--- src/rtl/meco_pin_control_if.sv ---
// ============================================================================
// meco_pin_control_if
// Command and sample-read channels between the pin decoder and one pin sequencer.
// Revision: 1.0
// ============================================================================
`default_nettype none

interface meco_pin_control_if;
    logic        cmd_valid;
    logic        cmd_ready;
    logic [2:0]  cmd_op;
    logic [15:0] cmd_data;
    logic        rd_valid;
    logic        rd_ready;
    logic [15:0] rd_data;

    modport master (
        output cmd_valid, cmd_op, cmd_data, rd_ready,
        input  cmd_ready, rd_valid, rd_data
    );

    modport slave (
        input  cmd_valid, cmd_op, cmd_data, rd_ready,
        output cmd_ready, rd_valid, rd_data
    );
endinterface

`default_nettype wire

--- src/rtl/meco_pin_control.sv ---
// ============================================================================
// meco_pin_control
// Per-pin sequencer: high-Z / constant / square-wave drive plus sampled edge count.
// Revision: 1.0
// ============================================================================
`default_nettype none

module meco_pin_control #(
    parameter int COUNT_WIDTH = 16
) (
    input  wire logic          clk,
    input  wire logic          reset,
    meco_pin_control_if.slave  bus,
    input  wire logic          pin_in,
    output logic               pin_out,
    output logic               pin_oe
);

    localparam logic [2:0] C_OP_CONST  = 3'd1;
    localparam logic [2:0] C_OP_HIGH_T = 3'd2;
    localparam logic [2:0] C_OP_LOW_T  = 3'd3;
    localparam logic [2:0] C_OP_SQUARE = 3'd4;
    localparam logic [2:0] C_OP_STOP   = 3'd5;
    localparam logic [2:0] C_OP_SAMPLE = 3'd6;

    localparam logic [1:0] C_IDLE    = 2'd0;
    localparam logic [1:0] C_CONST   = 2'd1;
    localparam logic [1:0] C_SQ_HIGH = 2'd2;
    localparam logic [1:0] C_SQ_LOW  = 2'd3;

    localparam logic [COUNT_WIDTH-1:0] C_ONE     = COUNT_WIDTH'(1);
    localparam logic [14:0]            C_SAT_MAX = 15'h7FFF;

    logic [1:0]             r_state, w_state_nxt;
    logic                   r_level, w_level_nxt;
    logic [COUNT_WIDTH-1:0] r_high_t, w_high_t_nxt;
    logic [COUNT_WIDTH-1:0] r_low_t, w_low_t_nxt;
    logic [COUNT_WIDTH-1:0] r_low_cur, w_low_cur_nxt;
    logic [COUNT_WIDTH-1:0] r_cnt, w_cnt_nxt;
    logic [COUNT_WIDTH-1:0] w_operand;
    logic                   r_sync1, r_pin_sync, r_sync_prev;
    logic                   w_rise;
    logic [14:0]            r_edge_count, w_edge_inc;
    logic                   r_rd_valid;
    logic [15:0]            r_rd_data;
    logic                   w_accept, w_sample;

    assign bus.cmd_ready = ~r_rd_valid;
    assign bus.rd_valid  = r_rd_valid;
    assign bus.rd_data   = r_rd_data;

    assign w_accept  = bus.cmd_valid & ~r_rd_valid;
    assign w_sample  = w_accept && (bus.cmd_op == C_OP_SAMPLE);
    assign w_operand = (bus.cmd_data[COUNT_WIDTH-1:0] == '0) ? C_ONE
                                                             : bus.cmd_data[COUNT_WIDTH-1:0];

    assign w_rise     = r_pin_sync & ~r_sync_prev;
    assign w_edge_inc = (w_rise && (r_edge_count != C_SAT_MAX)) ? r_edge_count + 15'd1
                                                                 : r_edge_count;

    // The low duration is snapshotted whenever a high phase starts, so a LOW_T
    // written mid-period only shapes the following periods.
    always_comb begin
        w_state_nxt   = r_state;
        w_level_nxt   = r_level;
        w_cnt_nxt     = r_cnt;
        w_low_cur_nxt = r_low_cur;
        w_high_t_nxt  = r_high_t;
        w_low_t_nxt   = r_low_t;

        case (r_state)
            C_SQ_HIGH: begin
                if (r_cnt <= C_ONE) begin
                    w_state_nxt = C_SQ_LOW;
                    w_cnt_nxt   = r_low_cur;
                end else begin
                    w_cnt_nxt   = r_cnt - C_ONE;
                end
            end
            C_SQ_LOW: begin
                if (r_cnt <= C_ONE) begin
                    w_state_nxt   = C_SQ_HIGH;
                    w_cnt_nxt     = r_high_t;
                    w_low_cur_nxt = r_low_t;
                end else begin
                    w_cnt_nxt     = r_cnt - C_ONE;
                end
            end
            default: ;
        endcase

        if (w_accept) begin
            case (bus.cmd_op)
                C_OP_CONST: begin
                    w_state_nxt = C_CONST;
                    w_level_nxt = bus.cmd_data[0];
                end
                C_OP_HIGH_T: w_high_t_nxt = w_operand;
                C_OP_LOW_T:  w_low_t_nxt  = w_operand;
                C_OP_SQUARE: begin
                    w_state_nxt   = C_SQ_HIGH;
                    w_cnt_nxt     = r_high_t;
                    w_low_cur_nxt = r_low_t;
                end
                C_OP_STOP:   w_state_nxt = C_IDLE;
                default: ;
            endcase
        end
    end

    always_ff @(posedge clk or negedge reset) begin
        if (!reset) begin
            r_state   <= C_IDLE;
            r_level   <= 1'b0;
            r_high_t  <= C_ONE;
            r_low_t   <= C_ONE;
            r_low_cur <= C_ONE;
            r_cnt     <= '0;
            pin_out   <= 1'b0;
            pin_oe    <= 1'b0;
        end else begin
            r_state   <= w_state_nxt;
            r_level   <= w_level_nxt;
            r_high_t  <= w_high_t_nxt;
            r_low_t   <= w_low_t_nxt;
            r_low_cur <= w_low_cur_nxt;
            r_cnt     <= w_cnt_nxt;
            pin_oe    <= (w_state_nxt != C_IDLE);
            pin_out   <= (w_state_nxt == C_SQ_HIGH) ||
                         ((w_state_nxt == C_CONST) && w_level_nxt);
        end
    end

    always_ff @(posedge clk or negedge reset) begin
        if (!reset) begin
            r_sync1      <= 1'b0;
            r_pin_sync   <= 1'b0;
            r_sync_prev  <= 1'b0;
            r_edge_count <= '0;
            r_rd_valid   <= 1'b0;
            r_rd_data    <= '0;
        end else begin
            r_sync1     <= pin_in;
            r_pin_sync  <= r_sync1;
            r_sync_prev <= r_pin_sync;
            if (w_sample) begin
                r_edge_count <= {14'd0, w_rise};
                r_rd_data    <= {w_edge_inc, r_pin_sync};
                r_rd_valid   <= 1'b1;
            end else begin
                r_edge_count <= w_edge_inc;
                if (r_rd_valid && bus.rd_ready) begin
                    r_rd_valid <= 1'b0;
                end
            end
        end
    end

endmodule

`default_nettype wire
--- src/flat_wrapper.sv ---
// flat-port wrapper written by rule: the top's interface ports become plain ports
module meco_pin_control_flat 
#(
    parameter int COUNT_WIDTH = 16
)
  (clk, reset, pin_in, pin_out, pin_oe, bus_cmd_valid, bus_cmd_op, bus_cmd_data, bus_rd_ready, bus_cmd_ready, bus_rd_valid, bus_rd_data);
  meco_pin_control_if bus_i ();
  input  wire logic clk;
  input  wire logic reset;
  input  wire logic pin_in;
  output logic pin_out;
  output logic pin_oe;
  input wire logic [$bits(bus_i.cmd_valid)-1:0] bus_cmd_valid;
  input wire logic [$bits(bus_i.cmd_op)-1:0] bus_cmd_op;
  input wire logic [$bits(bus_i.cmd_data)-1:0] bus_cmd_data;
  input wire logic [$bits(bus_i.rd_ready)-1:0] bus_rd_ready;
  output wire logic [$bits(bus_i.cmd_ready)-1:0] bus_cmd_ready;
  output wire logic [$bits(bus_i.rd_valid)-1:0] bus_rd_valid;
  output wire logic [$bits(bus_i.rd_data)-1:0] bus_rd_data;
  assign bus_i.cmd_valid = bus_cmd_valid;
  assign bus_i.cmd_op = bus_cmd_op;
  assign bus_i.cmd_data = bus_cmd_data;
  assign bus_i.rd_ready = bus_rd_ready;
  assign bus_cmd_ready = bus_i.cmd_ready;
  assign bus_rd_valid = bus_i.rd_valid;
  assign bus_rd_data = bus_i.rd_data;
  meco_pin_control #(.COUNT_WIDTH(COUNT_WIDTH)) u_core (.clk(clk), .reset(reset), .bus(bus_i), .pin_in(pin_in), .pin_out(pin_out), .pin_oe(pin_oe));
endmodule
--- config.mk ---
export PLATFORM = sky130hd
export DESIGN_NAME = meco_pin_control_flat
export DESIGN_NICKNAME = d
export VERILOG_FILES = /design/src/rtl/meco_pin_control_if.sv /design/src/rtl/meco_pin_control.sv /design/src/flat_wrapper.sv
export SDC_FILE = /design/constraint.sdc
export NUM_CORES = 1
export LEC_CHECK = 0
export BUFFER_PORTS_ARGS = -buffer_cell sky130_fd_sc_hd__buf_2
export CAP_MARGIN = 10
export CORE_UTILIZATION = 45
export CTS_BUF_LIST = sky130_fd_sc_hd__clkbuf_16
export CTS_CLUSTER_SIZE = 12
export DETAILED_ROUTE_END_ITERATION = 16
export GPL_ROUTABILITY_DRIVEN = 0
export GPL_TIMING_DRIVEN = 0
export PLACE_DENSITY_LB_ADDON = 0.08
export RECOVER_POWER = 50
export SLEW_MARGIN = 20
export SYNTH_ARGS = -nofsm -noshare
export SYNTH_HDL_FRONTEND = slang
export SYNTH_SLANG_ARGS = --single-unit
--- constraint.sdc ---
create_clock -name clk -period 3 [get_ports clk]
set_input_delay 0.6 -clock clk [delete_from_list [all_inputs] [get_ports clk]]
set_output_delay 0.6 -clock clk [all_outputs]
set_load 0.01 [all_outputs]
# Word level (Yosys, flattened, before mapping)
# Cells that the tools add are included.
# totals
reg_bits	104
out_inout_bits	20
elab_cells	63
# classes
n_addsub	2
magnitude_cmp	1
n_eq_ne	11
muxes	21
bitwise_logic	4
reduce_logical	10
# ops
op	count
two-way mux 16 bit	9
case mux 16 bit (2 select lines)	1
two-way mux 15 bit	2
less-or-equal comparator 16 x 1 -> 1 bit (second input constant)	1
logical NOT 16 bit	1
subtractor 16 x 1 -> 16 bit (second input constant)	1
adder 15 x 1 -> 15 bit (second input constant)	1
!= test 15 bit (second input constant)	1
== test 3 bit (second input constant)	3
== test 2 bit (second input constant)	3
== test 3 x 2 -> 1 bit (second input constant)	2
two-way mux 2 bit	3
case mux 2 bit (3 select lines)	1
logical AND 1 bit	4
two-way mux 1 bit	4
case mux 2 bit (2 select lines)	1
AND reduction 2 bit	2
nonzero test 2 bit	2
== test 3 x 1 -> 1 bit (second input constant)	1
AND 1 bit	2
== test 2 x 1 -> 1 bit (second input constant)	1
inverter 1 bit	2
logical OR 1 bit	1

# Depth between registers and ports, before layout
# depth
ltp_word	8
ltp_mapped	8
mapped_depth_nobuf	7

# Least setup slack after synthesis
# No wires, ideal clock.
# synth_timing
kind	in2reg
start	input port bus_cmd_op[0]
end	register u_core.r_high_t[10]
setup_time_ns	0.125
t_arrival_ns	1.905
setup_slack_ns	0.970
stages	5
path_cell_list	clkbuf_1 > or2_2 > nor2_2 > buf_2 > mux2_2
# synth_between
elab_chain_len	2
# synth_lines
item	line	text
start, declared	flat_wrapper.sv:14	input wire logic [$bits(bus_i.cmd_op)-1:0] bus_cmd_op;
== test 3 x 2 -> 1 bit	meco_pin_control.sv:93	case (bus.cmd_op)
AND reduction 2 bit (no source line)	-	
end signal, assigned	meco_pin_control.sv:124	r_high_t <= w_high_t_nxt;
end, declared	meco_pin_control.sv:36	logic [COUNT_WIDTH-1:0] r_high_t, w_high_t_nxt;
# No other way between the ends.
# A chain may end at the register's enable or synchronous reset.

# Final worst setup path
# layout_timing
start	register u_core.r_rd_valid (netlist: u_core.bus.rd_valid)
end	register u_core.r_cnt[5]
# layout_between
elab_chain_len	3
# layout_lines
item	line	text
start, declared	meco_pin_control.sv:44	logic r_rd_valid;
start signal, assigned	meco_pin_control.sv:140	r_rd_valid <= 1'b0;
start signal, assigned	meco_pin_control.sv:149	r_rd_valid <= 1'b1;
start signal, assigned	meco_pin_control.sv:153	r_rd_valid <= 1'b0;
inverter 1 bit	meco_pin_control.sv:52	assign w_accept = bus.cmd_valid & ~r_rd_valid;
AND 1 bit	meco_pin_control.sv:52	
two-way mux 16 bit	meco_pin_control.sv:92	if (w_accept) begin
via u_core.w_cnt_nxt[5]	meco_pin_control.sv:39	logic [COUNT_WIDTH-1:0] r_cnt, w_cnt_nxt;
end signal, assigned	meco_pin_control.sv:127	r_cnt <= w_cnt_nxt;
end, declared	meco_pin_control.sv:39	
# The timed path passes the listed nets, and every way through them passes these cells.

==> results.json <==
{
  "run_status": "finished, violations left",
  "violations": "max-capacitance violations, max-slew violations",
  "synth_top_family_by_area": "simple AND/OR/NAND/NOR gates",
  "core_region_area_um2": 10300,
  "r2r-start": "u_core.bus.rd_valid",
  "antenna_left": 0,
  "worstPathCellList": "nor3b_2, nor3b_1, clkbuf_1, a21oi_1, a221o_1",
  "synth_compound_area_share_pct": 10.4,
  "cts.hold.buffers_added": 0,
  "synthArstFlopShare_pct": 100,
  "routed_wl_um": 10200,
  "post-route-period-util_pct": 71.6,
  "post_cts_buffers": 0,
  "hold_violations": 0,
  "place_area_um2": 5190,
  "busiest_layer": "met1",
  "worst_slack_ns": 0.853,
  "grt_overflow": 0,
  "yosys.cell_types.count": 60,
  "grt_pass1_vias": 3386,
  "fp-row-count": 37,
  "syn_inst": 419,
  "first_pass_iters": 5,
  "hp-class": "input port to async pin",
  "fmax_mhz": 466,
  "wl_per_cell_um": 16.6,
  "grt_max_degree": 65,
  "synth_warnings": 0,
  "cp.required_ns": 3.24,
  "layout_commonest_cell": "dfrtp_1",
  "worstSetupPathType": "flop to flop",
  "yosys.area_share.simple_pct": 15.9,
  "syn_nets": 446,
  "drc": 0,
  "final_cell_area_um2": 5520,
  "final_cell_mix": "101 x dfrtp_1, 49 x mux2_2, 37 x buf_2, 37 x nand2_1, 36 x nor2_1",
  "drive_gt1_share_pct": 25.7,
  "ctsRootBufferMaster": "clkbuf_16",
  "clk_latency_ns": 0.35,
  "rsz0062_at_grt": "false",
  "synth_edf_count": 0,
  "drv_cap": 1,
  "path_clk_slew_ns": 0.07,
  "path_buf_inv": 1,
  "slew_violations": 65,
  "via_per_inst": 5.54,
  "cts.repair.resized": 0,
  "die_area_um2": 11000,
  "synth-seq-area-share_pct": 54.5,
  "synthToLayoutAreaGrowth_pct": 15.6,
  "slew_headroom_pct": -4.50,
  "port_buffers": 42,
  "tightest_slew_ns": 1.57,
  "ios": 44,
  "syn-cell-area_um2": 4780,
  "critPathMaxFanout": 10,
  "synth-main-ff-cell": "dfrtp_1",
  "start_util_pct": 46.3,
  "fp.dieW_um": 105,
  "worst_setup_path_end_kind": "flop",
  "power.density_nw_per_um2": 858,
  "cts.sinks": 104,
  "use_met3_pct": 4.68,
  "nFillCells": 917,
  "synthTopCellsByArea": "dfrtp_1 53%, mux2_2 12%, o21ai_0 3.5%",
  "critical-path-max-stage-delay_ns": 0.43,
  "clockBufferDepth": 2,
  "critPathSlowestCell": "nor3b_2",
  "htree_levels": 3,
  "fin_skew_ns": 0.00298,
  "yosysTopAreaCellShare_pct": 52.9,
  "dp_hpwl_um": 7210,
  "tns_ns": 0,
  "synth_top_area_cell": "dfrtp_1",
  "ir_worst_vdd_mv": 0.461,
  "ff_latch_area_um2": 2610,
  "holdWs_ns": 0.150,
  "startpoint": "u_core.bus.rd_valid",
  "setup_viol": 0,
  "cp_data_arrival_time_ns": 2.39,
  "antenna_found_initial": 0,
  "cts-buffers-inserted": 9,
  "crit_path_start_kind": "flop",
  "track_usage_pct": 20.5,
  "grtUsageMet2_pct": 29.6,
  "synth_xor_area_share_pct": 3.12,
  "multi_input_area_um2": 2060,
  "fin_total_pwr_w": 0.00474,
  "cp_top_family": "simple AND/OR/NAND/NOR gates",
  "synth_area_per_cell_um2": 11.4,
  "synthAdderAreaFrac_pct": 0.786,
  "min_period_ns": 2.15,
  "grt_pass1_wl_um": 17200,
  "final_nets": 500,
  "die_y_um": 105,
  "antenna_cells": 0,
  "grt_use_met1_pct": 29.9,
  "synth.mux.area_fraction_pct": 12.8,
  "post-place-ws_ns": 0.561,
  "synth-seq-cells": 104,
  "cts_tree": "yes",
  "leakagePower_nw": 2.41,
  "via_count": 3403,
  "drt_iter0_markers": 184
}
## kinds of logic (layout without fill, tap and decap cells)
kind of cell    Yosys count  count (layout)
xor+xnor                 17              17
flops                   104             104
mux                      55              55
fa+ha+maj                 3               3
simple gates            138             138
compound gates           79              79
buf+inv                  23              82
## layout make-up
cell class	instances	share of cell area, %
flip-flops and latches	104	47.2
multi-input cells	292	37.3
clock buffers	9	4.08
repair buffers	43	3.87
well taps	136	3.08
clock inverters	7	2.42
plain buffers	15	1.54
inverters	8	0.544
## registers in the layout (all words and copies together) (netlist names)
signal,count
u_core.bus.rd_data,16
u_core.bus.rd_valid,1
u_core.pin_oe,1
u_core.pin_out,1
u_core.r_cnt,16
u_core.r_edge_count,15
u_core.r_high_t,16
u_core.r_level,1
u_core.r_low_cur,16
u_core.r_low_t,16
u_core.r_pin_sync,1
u_core.r_state,2
u_core.r_sync1,1
u_core.r_sync_prev,1
## power by group
part           total [W]  leakage, nW  switching (W)  internal, W
sequential       0.00219         1.28       0.000340      0.00185
combinational    0.00115        0.945       0.000578     0.000576
clock            0.00140        0.177       0.000507     0.000893
## cell usage after synthesis, types with 5 or more instances
library cell  count
nand2_1          37
mux2_2           49
nor3_1            7
and2_1            6
a221o_1           9
nor2b_1           5
dfrtp_1         101
inv_1             8
nor2_1           36
clkbuf_1          9
a21oi_1          17
xor2_1            5
nand3_1           6
o21ai_0          33
xnor2_1          12
mux2i_1           5
## metrics by stage
stage / util, % / instances
after floorplan: - / 419
after global placement: 50.0 / 597
after detailed placement: 50.3 / 598
after CTS: 53.8 / 614
after global routing: 53.5 / 614
final: 53.5 / 614
## worst paths after layout
check | end | slack (ns) | depth (start not counted)
max | u_core.r_cnt[5] | 0.85 | 5
min | u_core.bus.rd_valid | 0.15 | 1
max reg2reg | u_core.r_cnt[5] | 0.85 | 5
min reg2reg | u_core.r_pin_sync | 0.35 | 0
max in group asynchronous | u_core.r_edge_count[5] | 1.01 | 2
min in group clk | u_core.r_pin_sync | 0.35 | 0
## per-layer routing
metal  wire (um)  vias up  part of all wire [%]
met5           0        -                     0
met4         185        0                   1.8
met3         373       12                   3.7
met2        4510       74                    44
met1        5120     1698                    50
li1            -     1619                     -
No activity file was read; power rests on OpenSTA's default activity.
